## src/rtl/sram_port_arbiter_if.sv

```systemverilog
// Shared SRAM-like port bundle: I and D requesters, the memory port and the error flag.
// The slave view belongs to the arbiter; the master view drives requesters and memory.
interface sram_port_arbiter_if;
  logic        i_req;
  logic [31:0] i_addr;
  logic        i_addr_ok;
  logic        i_data_ok;
  logic [31:0] i_rdata;
  logic        i_cancel;
  logic        d_req;
  logic        d_wr;
  logic [1:0]  d_size;
  logic [3:0]  d_wstrb;
  logic [31:0] d_addr;
  logic [31:0] d_wdata;
  logic        d_addr_ok;
  logic        d_data_ok;
  logic [31:0] d_rdata;
  logic        m_req;
  logic        m_wr;
  logic [1:0]  m_size;
  logic [3:0]  m_wstrb;
  logic [31:0] m_addr;
  logic [31:0] m_wdata;
  logic        m_addr_ok;
  logic        m_data_ok;
  logic [31:0] m_rdata;
  logic        proto_err;

  modport slave (
    input  i_req, i_addr, i_cancel,
    input  d_req, d_wr, d_size, d_wstrb, d_addr, d_wdata,
    input  m_addr_ok, m_data_ok, m_rdata,
    output i_addr_ok, i_data_ok, i_rdata,
    output d_addr_ok, d_data_ok, d_rdata,
    output m_req, m_wr, m_size, m_wstrb, m_addr, m_wdata,
    output proto_err
  );

  modport master (
    output i_req, i_addr, i_cancel,
    output d_req, d_wr, d_size, d_wstrb, d_addr, d_wdata,
    output m_addr_ok, m_data_ok, m_rdata,
    input  i_addr_ok, i_data_ok, i_rdata,
    input  d_addr_ok, d_data_ok, d_rdata,
    input  m_req, m_wr, m_size, m_wstrb, m_addr, m_wdata,
    input  proto_err
  );
endinterface

```

## src/rtl/sram_port_arbiter.sv

```systemverilog
// Shares one SRAM-like port between instruction and data requesters;
// an in-order owner FIFO steers each response, dropping flushed I replies.
module sram_port_arbiter #(
  parameter int MAX_OUT = 4
) (
  input logic               clk,
  input logic               resetn,
  sram_port_arbiter_if.slave bus
);
  localparam int PW = $clog2(MAX_OUT);
  localparam int CW = PW + 1;

  typedef enum logic {IDLE, HOLD} state_t;

  state_t          r_state;
  logic            r_own;
  logic            r_wr;
  logic [1:0]      r_size;
  logic [3:0]      r_wstrb;
  logic [31:0]     r_addr;
  logic [31:0]     r_wdata;
  logic            r_disc;
  logic            r_fown [MAX_OUT];
  logic            r_fdis [MAX_OUT];
  logic [PW-1:0]   r_wp;
  logic [PW-1:0]   r_rp;
  logic [CW-1:0]   r_cnt;
  logic            r_perr;

  logic w_full;
  logic w_cap;
  logic w_push;
  logic w_pop;
  logic w_hown;
  logic w_hdis;

  assign w_full = (r_cnt == CW'(MAX_OUT));
  assign w_cap  = resetn && (r_state == IDLE) && !w_full;
  assign w_push = (r_state == HOLD) && bus.m_addr_ok;
  assign w_pop  = resetn && bus.m_data_ok && (r_cnt != '0);
  assign w_hown = r_fown[r_rp];
  assign w_hdis = r_fdis[r_rp];

  // D wins ties; an I request racing its own flush is refused
  assign bus.d_addr_ok = w_cap && bus.d_req;
  assign bus.i_addr_ok = w_cap && bus.i_req &&
                         !bus.d_req && !bus.i_cancel;

  assign bus.d_data_ok = w_pop && w_hown;
  assign bus.i_data_ok = w_pop && !w_hown &&
                         !w_hdis && !bus.i_cancel;
  assign bus.d_rdata   = bus.m_rdata;
  assign bus.i_rdata   = bus.m_rdata;

  assign bus.m_req     = (r_state == HOLD);
  assign bus.m_wr      = r_wr;
  assign bus.m_size    = r_size;
  assign bus.m_wstrb   = r_wstrb;
  assign bus.m_addr    = r_addr;
  assign bus.m_wdata   = r_wdata;
  assign bus.proto_err = r_perr;

  always_ff @(posedge clk or negedge resetn) begin
    if (!resetn) begin
      r_state <= IDLE;
      r_own   <= 1'b0;
      r_wr    <= 1'b0;
      r_size  <= 2'd0;
      r_wstrb <= 4'd0;
      r_addr  <= 32'd0;
      r_wdata <= 32'd0;
      r_disc  <= 1'b0;
      r_wp    <= '0;
      r_rp    <= '0;
      r_cnt   <= '0;
      r_perr  <= 1'b0;
      for (int k = 0; k < MAX_OUT; k++) begin
        r_fown[k] <= 1'b0;
        r_fdis[k] <= 1'b0;
      end
    end else begin
      unique case (r_state)
        IDLE: begin
          if (bus.d_addr_ok) begin
            r_state <= HOLD;
            r_own   <= 1'b1;
            r_wr    <= bus.d_wr;
            r_size  <= bus.d_size;
            r_wstrb <= bus.d_wstrb;
            r_addr  <= bus.d_addr;
            r_wdata <= bus.d_wdata;
            r_disc  <= 1'b0;
          end else if (bus.i_addr_ok) begin
            r_state <= HOLD;
            r_own   <= 1'b0;
            r_wr    <= 1'b0;
            r_size  <= 2'd2;
            r_wstrb <= 4'd0;
            r_addr  <= bus.i_addr;
            r_wdata <= 32'd0;
            r_disc  <= 1'b0;
          end
        end
        HOLD: begin
          if (bus.m_addr_ok)
            r_state <= IDLE;
          else if (bus.i_cancel && !r_own)
            r_disc <= 1'b1;
        end
      endcase

      if (bus.i_cancel) begin
        for (int k = 0; k < MAX_OUT; k++)
          if (!r_fown[k]) r_fdis[k] <= 1'b1;
      end

      // a held I request flushed on its issue cycle is still marked stale
      if (w_push) begin
        r_fown[r_wp] <= r_own;
        r_fdis[r_wp] <= r_disc | (bus.i_cancel & ~r_own);
        r_wp         <= r_wp + 1'b1;
      end

      if (w_pop)
        r_rp <= r_rp + 1'b1;

      if (w_push && !w_pop)
        r_cnt <= r_cnt + 1'b1;
      else if (!w_push && w_pop)
        r_cnt <= r_cnt - 1'b1;

      if (bus.m_data_ok && (r_cnt == '0))
        r_perr <= 1'b1;
    end
  end
endmodule

```

## src/flat_wrapper.sv

```systemverilog
// flat-port wrapper written by rule: the top's interface ports become plain ports
module sram_port_arbiter_flat 
#(
  parameter int MAX_OUT = 4
)
  (clk, resetn, bus_i_req, bus_i_addr, bus_i_cancel, bus_d_req, bus_d_wr, bus_d_size, bus_d_wstrb, bus_d_addr, bus_d_wdata, bus_m_addr_ok, bus_m_data_ok, bus_m_rdata, bus_i_addr_ok, bus_i_data_ok, bus_i_rdata, bus_d_addr_ok, bus_d_data_ok, bus_d_rdata, bus_m_req, bus_m_wr, bus_m_size, bus_m_wstrb, bus_m_addr, bus_m_wdata, bus_proto_err);
  sram_port_arbiter_if bus_i ();
  input logic clk;
  input logic resetn;
  input wire logic [$bits(bus_i.i_req)-1:0] bus_i_req;
  input wire logic [$bits(bus_i.i_addr)-1:0] bus_i_addr;
  input wire logic [$bits(bus_i.i_cancel)-1:0] bus_i_cancel;
  input wire logic [$bits(bus_i.d_req)-1:0] bus_d_req;
  input wire logic [$bits(bus_i.d_wr)-1:0] bus_d_wr;
  input wire logic [$bits(bus_i.d_size)-1:0] bus_d_size;
  input wire logic [$bits(bus_i.d_wstrb)-1:0] bus_d_wstrb;
  input wire logic [$bits(bus_i.d_addr)-1:0] bus_d_addr;
  input wire logic [$bits(bus_i.d_wdata)-1:0] bus_d_wdata;
  input wire logic [$bits(bus_i.m_addr_ok)-1:0] bus_m_addr_ok;
  input wire logic [$bits(bus_i.m_data_ok)-1:0] bus_m_data_ok;
  input wire logic [$bits(bus_i.m_rdata)-1:0] bus_m_rdata;
  output wire logic [$bits(bus_i.i_addr_ok)-1:0] bus_i_addr_ok;
  output wire logic [$bits(bus_i.i_data_ok)-1:0] bus_i_data_ok;
  output wire logic [$bits(bus_i.i_rdata)-1:0] bus_i_rdata;
  output wire logic [$bits(bus_i.d_addr_ok)-1:0] bus_d_addr_ok;
  output wire logic [$bits(bus_i.d_data_ok)-1:0] bus_d_data_ok;
  output wire logic [$bits(bus_i.d_rdata)-1:0] bus_d_rdata;
  output wire logic [$bits(bus_i.m_req)-1:0] bus_m_req;
  output wire logic [$bits(bus_i.m_wr)-1:0] bus_m_wr;
  output wire logic [$bits(bus_i.m_size)-1:0] bus_m_size;
  output wire logic [$bits(bus_i.m_wstrb)-1:0] bus_m_wstrb;
  output wire logic [$bits(bus_i.m_addr)-1:0] bus_m_addr;
  output wire logic [$bits(bus_i.m_wdata)-1:0] bus_m_wdata;
  output wire logic [$bits(bus_i.proto_err)-1:0] bus_proto_err;
  assign bus_i.i_req = bus_i_req;
  assign bus_i.i_addr = bus_i_addr;
  assign bus_i.i_cancel = bus_i_cancel;
  assign bus_i.d_req = bus_d_req;
  assign bus_i.d_wr = bus_d_wr;
  assign bus_i.d_size = bus_d_size;
  assign bus_i.d_wstrb = bus_d_wstrb;
  assign bus_i.d_addr = bus_d_addr;
  assign bus_i.d_wdata = bus_d_wdata;
  assign bus_i.m_addr_ok = bus_m_addr_ok;
  assign bus_i.m_data_ok = bus_m_data_ok;
  assign bus_i.m_rdata = bus_m_rdata;
  assign bus_i_addr_ok = bus_i.i_addr_ok;
  assign bus_i_data_ok = bus_i.i_data_ok;
  assign bus_i_rdata = bus_i.i_rdata;
  assign bus_d_addr_ok = bus_i.d_addr_ok;
  assign bus_d_data_ok = bus_i.d_data_ok;
  assign bus_d_rdata = bus_i.d_rdata;
  assign bus_m_req = bus_i.m_req;
  assign bus_m_wr = bus_i.m_wr;
  assign bus_m_size = bus_i.m_size;
  assign bus_m_wstrb = bus_i.m_wstrb;
  assign bus_m_addr = bus_i.m_addr;
  assign bus_m_wdata = bus_i.m_wdata;
  assign bus_proto_err = bus_i.proto_err;
  sram_port_arbiter #(.MAX_OUT(MAX_OUT)) u_core (.clk(clk), .resetn(resetn), .bus(bus_i));
endmodule
```

## config.mk

```make
export PLATFORM = sky130hd
export DESIGN_NAME = sram_port_arbiter_flat
export DESIGN_NICKNAME = d
export VERILOG_FILES = /design/src/rtl/sram_port_arbiter_if.sv /design/src/rtl/sram_port_arbiter.sv /design/src/flat_wrapper.sv
export SDC_FILE = /design/constraint.sdc
export NUM_CORES = 1
export LEC_CHECK = 0
export BUFFER_PORTS_ARGS = -buffer_cell sky130_fd_sc_hd__buf_2
export CAP_MARGIN = 20
export CELL_PAD_IN_SITES_DETAIL_PLACEMENT = 1
export CELL_PAD_IN_SITES_GLOBAL_PLACEMENT = 1
export CORE_ASPECT_RATIO = 0.9
export CORE_MARGIN = 1
export CORE_UTILIZATION = 29
export DETAILED_ROUTE_END_ITERATION = 8
export PLACE_DENSITY_LB_ADDON = 0.1
export SYNTH_ARGS = -nofsm -noshare
export SYNTH_HDL_FRONTEND = slang
export SYNTH_SLANG_ARGS = --single-unit
```

## constraint.sdc

```tcl
create_clock -name clk -period 2.02 [get_ports clk]
set_input_delay 0.303 -clock clk [delete_from_list [all_inputs] [get_ports clk]]
set_output_delay 0.303 -clock clk [all_outputs]
set_load 0.03 [all_outputs]
```

## After elaboration in Yosys (flattened, before gate mapping)

Index checks and enable logic that the tools add are counted.

| word-level totals | value |
|---|---|
| output and inout port bits | 141 |
| logic and storage cells | 106 |
| register bits after elaboration | 90 |
| input bits | 142 |

| operators by class | value |
|---|---|
| bitwise operators | 6 |
| add/sub/neg operators | 4 |
| reductions and logical operators | 32 |
| equal/unequal tests | 4 |
| magnitude comparators | 3 |
| multiplexer cells | 37 |

Operator list:

| cell | count |
|---|---|
| 2-to-1 mux 32 bit | 4 |
| logical AND 1 bit | 18 |
| 2-to-1 mux 1 bit | 18 |
| 2-to-1 mux 4 bit | 4 |
| bitwise mux 4 bit | 2 |
| zero test 1 bit | 8 |
| greater-or-equal comparator 3 bit (second input constant) | 2 |
| 2-to-1 mux 3 bit | 2 |
| NOT 2 -> 3 bit | 2 |
| adder 2 x 1 -> 2 bit (second input constant) | 2 |
| binary-select mux 1 bit (select 2 bit) | 2 |
| 2-to-1 mux 2 bit | 2 |
| inequality test 2 bit (second input constant) | 2 |
| case mux 1 bit (2 select lines) | 2 |
| nonzero test 2 bit | 2 |
| adder 3 x 1 -> 3 bit (second input constant) | 1 |
| equality test 3 bit (second input constant) | 1 |
| zero test 3 bit | 1 |
| < comparator 3 x 1 -> 1 bit (second input constant) | 1 |
| inequality test 3 bit (second input constant) | 1 |
| AND reduction 3 bit | 1 |
| nonzero test 3 bit | 1 |
| subtractor 3 x 1 -> 3 bit (second input constant) | 1 |
| demux 1 bit (select 2 bit) | 1 |
| 4 further kinds | 5 |

## Logic depth before layout (Yosys ltp)

Gate-level depths: netlist of run 1.

| logic depth | value |
|---|---|
| depth in word-level cells | 9 |
| mapped depth | 8 |

## Worst setup path after synthesis of run 1

Ideal clock, no wire load.

| path | value |
|---|---|
| path type | reg-to-output |
| start point | register u_core.r_rp[1] |
| end point | output port bus_i_data_ok |
| setup slack | -0.162 ns |
| path buffers | 0 |
| required time | 1.717 ns |
| arrival time | 1.879 ns |
| cell stages (with the launch flop) | 3 |
| cells stage by stage | dfrtp_1 > mux4_2 > nor4_1 |

| on the way | value |
|---|---|
| longest elaborated chain between the ends | 8 |

Ends and longest elaborated chain:

| item | RTL line | text |
|---|---|---|
| start, declared | sram_port_arbiter.sv:26 | `logic [PW-1:0] r_rp;` |
| start signal, assigned | sram_port_arbiter.sv:125 | `r_rp <= r_rp + 1'b1;` |
| NOT 2 -> 3 bit (implied by the code) (*) | sram_port_arbiter.sv:41, sram_port_arbiter.sv:42 |  |
| binary-select mux 1 bit (select 2 bit) | sram_port_arbiter.sv:41 | `assign w_hown = r_fown[r_rp];` |
| 2-to-1 mux 1 bit (implied by the code) (2 in series) | sram_port_arbiter.sv:41 |  |
| zero test 1 bit | sram_port_arbiter.sv:50 | `assign bus.i_data_ok = w_pop && !w_hown &&` |
| logical AND 1 bit | sram_port_arbiter.sv:50 |  |
| logical AND 1 bit (*) | sram_port_arbiter.sv:50 |  |
| logical AND 1 bit (*) | sram_port_arbiter.sv:51 | `!w_hdis && !bus.i_cancel;` |
| end, declared | flat_wrapper.sv:23 | `output wire logic [$bits(bus_i.i_data_ok)-1:0] bus_i_data_ok;` |

Mark *: on every way between the ends. The rest lies on a longest branch, timed or not. The select of a mux whose other input is x is not followed.

## Worst setup path in the final report of run 1

Ends and elaborated chain as after synthesis.

==> results.md, run 1 <==
- Met2 Wirelength: 6420 um
- Place WS: 0.0333 ns
- Placer Congestion: 0.737
- Critical Path RT: 1.72 ns
- Async set-reset flop share out of synthesis: 100%
- Final period utilization: 99.6%
- Crit Path Category: flip-flop to output port
- # diodes: 0
- Syn Area/Cell: 11.3 sq um
- Clock Power Share: 17.9%
- Synthesis Warnings: 0
- TritonCTS Sinks: 90
- Drt wl/cell: 19.9 um
- Drt via density: 5.13
- Power density cells: 1630 nW/um^2
- Unrepaired setup endpoints after global routing: yes
- Core area: 16200 sq um
- Highest metal used: met4
- Post-route minimum period: 2.01 ns
- Startpoint Class: flip-flop
- First-pass GRT wire length: 22700 um
- Worst Skew: 0.00867 ns
- Setup slack, reg-to-reg: 0.05 ns
- Dpl hpwl: 9730 um
- Met3 wire length: 1480 um
- Met1 WL: 6970 um
- Worst r2r src: u_core.r_cnt[1]
- Sw frac: 43.7%
- H-tree depth: 3
- Max-cap violations: 0
- GRT Overall Usage: 17.8%
- Switching power: 0.00431 W
- Crit path arrival time: 1.71 ns
- FF-to-FF path depth: 7
- Antenna viol nets, final: 0
- # fillers: 1828
- Crit end category: output port
- CP Max Fanout: 3
- Slew HR: 49.3%
- Main synth FF type: dfrtp_1
- Reg-to-Reg End: u_core.r_cnt[2]
- Area grow syn2layout: 25.6%
- P_leak: 2.91 nW
- Clk slew on worst S/H paths: 0.07 ns
- Outcome: completed
- Commonest non-fill, non-tap cells in the layout: buf_2, dfrtp_1, nor2b_1
- Clock Latency Late Sink: 0.35 ns
- Area of the multi-input gates: 1960 sq um
- Final Worst Setup Slack: 0.00840 ns
- Seq/Total Area, Yosys: 46.8%
- Num CTS Buffers: 9
- Post-Synthesis Net Count: 572
- Worst Setup SP: u_core.r_rp[1]
- Std cell rows: 44
- Final slew viol count: 0
- Num ports: 283
- Largest net degree at the start of global routing: 59
- Number of flops mapped to enable cells by yosys: 0
- Synth Cell Area: 4810 sq um
- Vias in the first global route: 4102
- Comb pwr share: 48.8%
- Most common cell after layout, fill and taps aside: buf_2
- Reg area: 2250 sq um
- Synth Instances: 424
- Total wire length: 15100 um
- Sequential Power Share: 33.2%
- Fmax: 497 MHz
- Overall power: 0.00988 W
- Clk root buf: clkbuf_16
- Yosys cell types: 37
- Share of cells above drive strength 1: 43.9%
- Port buffer count: 186
- Die height: 124 um
- Initial core utilization: 29.7%
- Power Internal: 0.00556 W
- CTS tree: built
- Worst-Margin Slew: 0.761 ns
- Hold Crit Class: input pin to asynchronous set/reset pin
- Initial antenna violation count: 1
- Hold Violations, Final: 0
- Yosys reg bits: 90
- DIE WIDTH: 138 um
- Max Buffers Root-to-Sink: 2
- Final setup fails: 0
- Final nets: 697
- Total die area: 17100 sq um
- 1st-pass router iterations: 4
- DRT iter0 DRCs: 178
- GR Overflow Total: 0
- Peak VDD IR: 0.000611 V
- Via count: 3904
- DRC: 0
through the flow:
| step | util [%] | TNS (ns) | instance area, sq um | hold slack [ns] | instances |
|---|---|---|---|---|---|
| after floorplan | - | -0.162 | 4820 | 0.00741 | 424 |
| after global placement | 34.5 | 0 | 5580 | 0.144 | 736 |
| after detailed placement | 34.5 | 0 | 5580 | 0.148 | 736 |
| after CTS | 37.0 | -0.0562 | 5990 | 0.0477 | 759 |
| after global routing | 37.3 | -0.164 | 6040 | 0.0983 | 761 |
| final | 37.3 | 0 | 6040 | 0.0706 | 761 |
how the worst max path moves through the flow:
stage                      end  cells past startpoint  slack [ns]
6_report         bus_i_data_ok                      3       0.008
5_1_grt          bus_i_data_ok                      3       -0.09
4_1_cts          bus_i_data_ok                      3       -0.06
3_5_place_dp   u_core.r_cnt[2]                      7        0.03
3_3_place_gp   u_core.r_cnt[2]                      7        0.17
2_1_floorplan    bus_i_data_ok                      2       -0.16
Yosys cell counts (5+ instances only):
cell type,number,area share (%)
dfrtp_1,90,47
nor2b_1,66,8.6
buf_4,64,10
a22o_1,38,6.9
a221o_1,32,6.7
a32o_1,32,6.7
clkbuf_1,19,1.5
buf_2,11,1.1
inv_1,11,0.86
mux2i_1,8,1.7
a21oi_1,6,0.62
nand2_1,6,0.47
ha_1,5,1.3
sequential cells by signal, summed over array words and instances (netlist names):
signal and cells:
u_core.r_disc 1, u_core.r_own 1, u_core.r_fown 4, u_core.r_fdis 4, u_core.bus.m_req 1, u_core.bus.proto_err 1, u_core.bus.m_addr 32, u_core.r_cnt 3
u_core.bus.m_size 2, u_core.r_wp 2, u_core.bus.m_wstrb 4, u_core.r_rp 2, u_core.bus.m_wr 1, u_core.bus.m_wdata 32
area by class of cell:
cell class              count  area share [%]
well taps                 207            4.29
clock inverters             5            1.04
repair buffers            212            20.2
clock buffers              11            4.02
multi-input cells         225            32.4
flip-flops and latches     90            37.3
inverters                  11           0.684
cells by family after synthesis:
| kind of cell | after synthesis | synth area share (%) |
|---|---|---|
| simple gates | 87 | 11.0 |
| xor+xnor | 6 | 1.09 |
| mux | 11 | 2.83 |
| compound gates | 115 | 21.9 |
| fa+ha+maj | 6 | 1.72 |
| flops | 90 | 46.8 |
| buf+inv | 109 | 14.6 |
power by group through the flow:
stage | clock network [W] | registers (W) | logic (W)
floorplan | 0 | 0.00466 | 0.00196
global placement | 0 | 0.00326 | 0.00454
detailed placement | 0 | 0.00327 | 0.00463
CTS | 0.00185 | 0.00328 | 0.00482
global route | 0.00192 | 0.00342 | 0.00519
finish | 0.00177 | 0.00328 | 0.00482
layer usage:
metal | global-route usage, % | vias up
met5 | 0 | -
met4 | 6.18 | 0
met3 | 7.20 | 18
met2 | 27.0 | 179
met1 | 22.9 | 1966
li1 | - | 1741
timing repair:
action,CTS,global route
endpoints found under the hold margin,5,0
gates resized for setup,6,15
hold buffers,1,0
endpoints found under the setup margin,2,67
gates cloned,1,1
pin swaps,2,5
setup buffers,5,3
worst max-delay path, stage by stage (launching register included):
cell	delay [ns]
dfrtp_1	0.40
mux4_2	0.56
nor4_4	0.24
buf_6	0.17
Power figures use the tool's default switching activity.
==> run 2, diff against run 1 <==
Settings changed: RECOVER_POWER set to 25.
==> results.md, run 2 (same netlist as run 1, synthesis figures left out) <==
- GR Overflow Total: 0
- Antenna viol nets, final: 0
- Setup slack, reg-to-reg: 0.05 ns
- WHS Path Cells: 2
- Die height: 124 um
- Initial antenna violation count: 1
- Area grow syn2layout: 25.4%
- Cell Area, Placed: 5580 sq um
- Reg-to-Reg End: u_core.r_cnt[2]
- Num CTS Buffers: 9
- Largest net degree at the start of global routing: 59
- Crit path arrival time: 1.71 ns
- CP Max Fanout: 3
- 1st-pass router iterations: 4
- Fmax: 497 MHz
- Dpl hpwl: 9730 um
- GRT Overall Usage: 17.8%
- Total die area: 17100 sq um
- Critical path cell sequence: mux4_2, nor4_4, buf_6
- Placed cells: 736
- Via count: 3907
- Num ports: 283
- # diodes: 0
- Hold Crit Class: input pin to flip-flop
- Initial core utilization: 29.7%
- Hold Violations, Final: 0
- P_leak: 2.91 nW
- TritonCTS Sinks: 90
- Crit end category: output port
- Clock Latency Late Sink: 0.35 ns
- Overall power: 0.00987 W
- CTS tree: built
- Critical Path Slowest Stage Cell: mux4_2
- DRC: 0
- Total wire length: 15100 um
- H-tree depth: 3
- DRT iter0 DRCs: 178
- Commonest non-fill, non-tap cells in the layout: buf_2, dfrtp_1, nor2b_1
- Final slew viol count: 0
- Port buffer count: 186
- Final period utilization: 99.6%
- Worst-Margin Slew: 0.825 ns
- Clk root buf: clkbuf_16
- WHS Endpoint: u_core.bus.m_req
- Hold path startpoint: bus_m_addr_ok
- Share of cells above drive strength 1: 43.7%
- Final setup fails: 0
- Outcome: completed
- Post-route minimum period: 2.01 ns
- Std cell rows: 44
- Most common cell after layout, fill and taps aside: buf_2
- Final nets: 697
- Core area: 16200 sq um
- Final Worst Setup Slack: 0.00840 ns
- Crit Path Category: flip-flop to output port
- Drt via density: 5.13
- Finished Cell Area: 6030 sq um
- Placer Congestion: 0.737
- Max-cap violations: 0
- Max Buffers Root-to-Sink: 2
- Worst Skew: 0.00867 ns
- Vias in the first global route: 4102
- Unrepaired setup endpoints after global routing: yes
- Slew HR: 45.0%
- Clk slew on worst S/H paths: 0.07 ns
- Setup TNS: 0 ns
- Drt wl/cell: 19.8 um
- Worst r2r src: u_core.r_cnt[1]
- FF-to-FF path depth: 7
- DIE WIDTH: 138 um
- Place WS: 0.0333 ns
- Fin cells: 761
- Power density cells: 1640 nW/um^2
- Startpoint Class: flip-flop
- Peak VDD IR: 0.000611 V
- CP max stage delay: 0.56 ns
- Critical Path RT: 1.72 ns
- First-pass GRT wire length: 22700 um
run 2: worst max path at each step:
stage	start	end	slack, ns	cells after the start
2_1_floorplan	u_core.r_rp[1]	bus_i_data_ok	-0.16	2
3_3_place_gp	u_core.r_cnt[1]	u_core.r_cnt[2]	0.17	7
3_5_place_dp	u_core.r_cnt[1]	u_core.r_cnt[2]	0.03	7
4_1_cts	u_core.r_rp[1]	bus_i_data_ok	-0.06	3
5_1_grt	u_core.r_rp[1]	bus_i_data_ok	-0.09	3
6_report	u_core.r_rp[1]	bus_i_data_ok	0.008	3
run 2: power breakdown:
part	internal (W)	total [W]	switching [W]
combinational	0.00188	0.00482	0.00295
sequential	0.00268	0.00328	0.000604
clock	0.00100	0.00177	0.000765
run 2: timing repair:
item / 4_1_cts / 5_1_grt
resized for setup: 6 / 15
endpoints found under the hold margin: 5 / 0
endpoints found under the setup margin: 2 / 67
pin swaps: 2 / 5
hold buffers: 1 / 0
buffers inserted: 5 / 3
cloned: 1 / 1
run 2: worst max-delay path: cells and delay by family, from the launching register on:
family        cells  cell delay [ns]
simple gates      1             0.24
flops             1             0.40
buf+inv           1             0.17
mux               1             0.56
run 2: layer usage:
metal / part of all wire (%) / GRT usage (%) / vias up
li1: - / - / 1741
met1: 46 / 22.9 / 1963
met2: 43 / 27.0 / 185
met3: 10 / 7.20 / 18
met4: 1.6 / 6.18 / 0
met5: 0 / 0 / -
run 2: stage by stage:
| step | hold slack [ns] | util (%) |
|---|---|---|
| 3_3_place_gp | 0.144 | 34.5 |
| 3_5_place_dp | 0.148 | 34.5 |
| 4_1_cts | 0.0477 | 37.0 |
| 5_1_grt | 0.152 | 37.3 |
| 6_report | 0.169 | 37.3 |
| 2_1_floorplan | 0.00741 | - |
run 2: layout make-up:
cell class,count,area [sq um]
clock buffer,11,243
inverter,11,41.3
sequential,90,2250
fill,1829,10200
tap,207,259
clock inverter,5,62.6
timing repair buffer,212,1210
multi-input combinational,225,1960
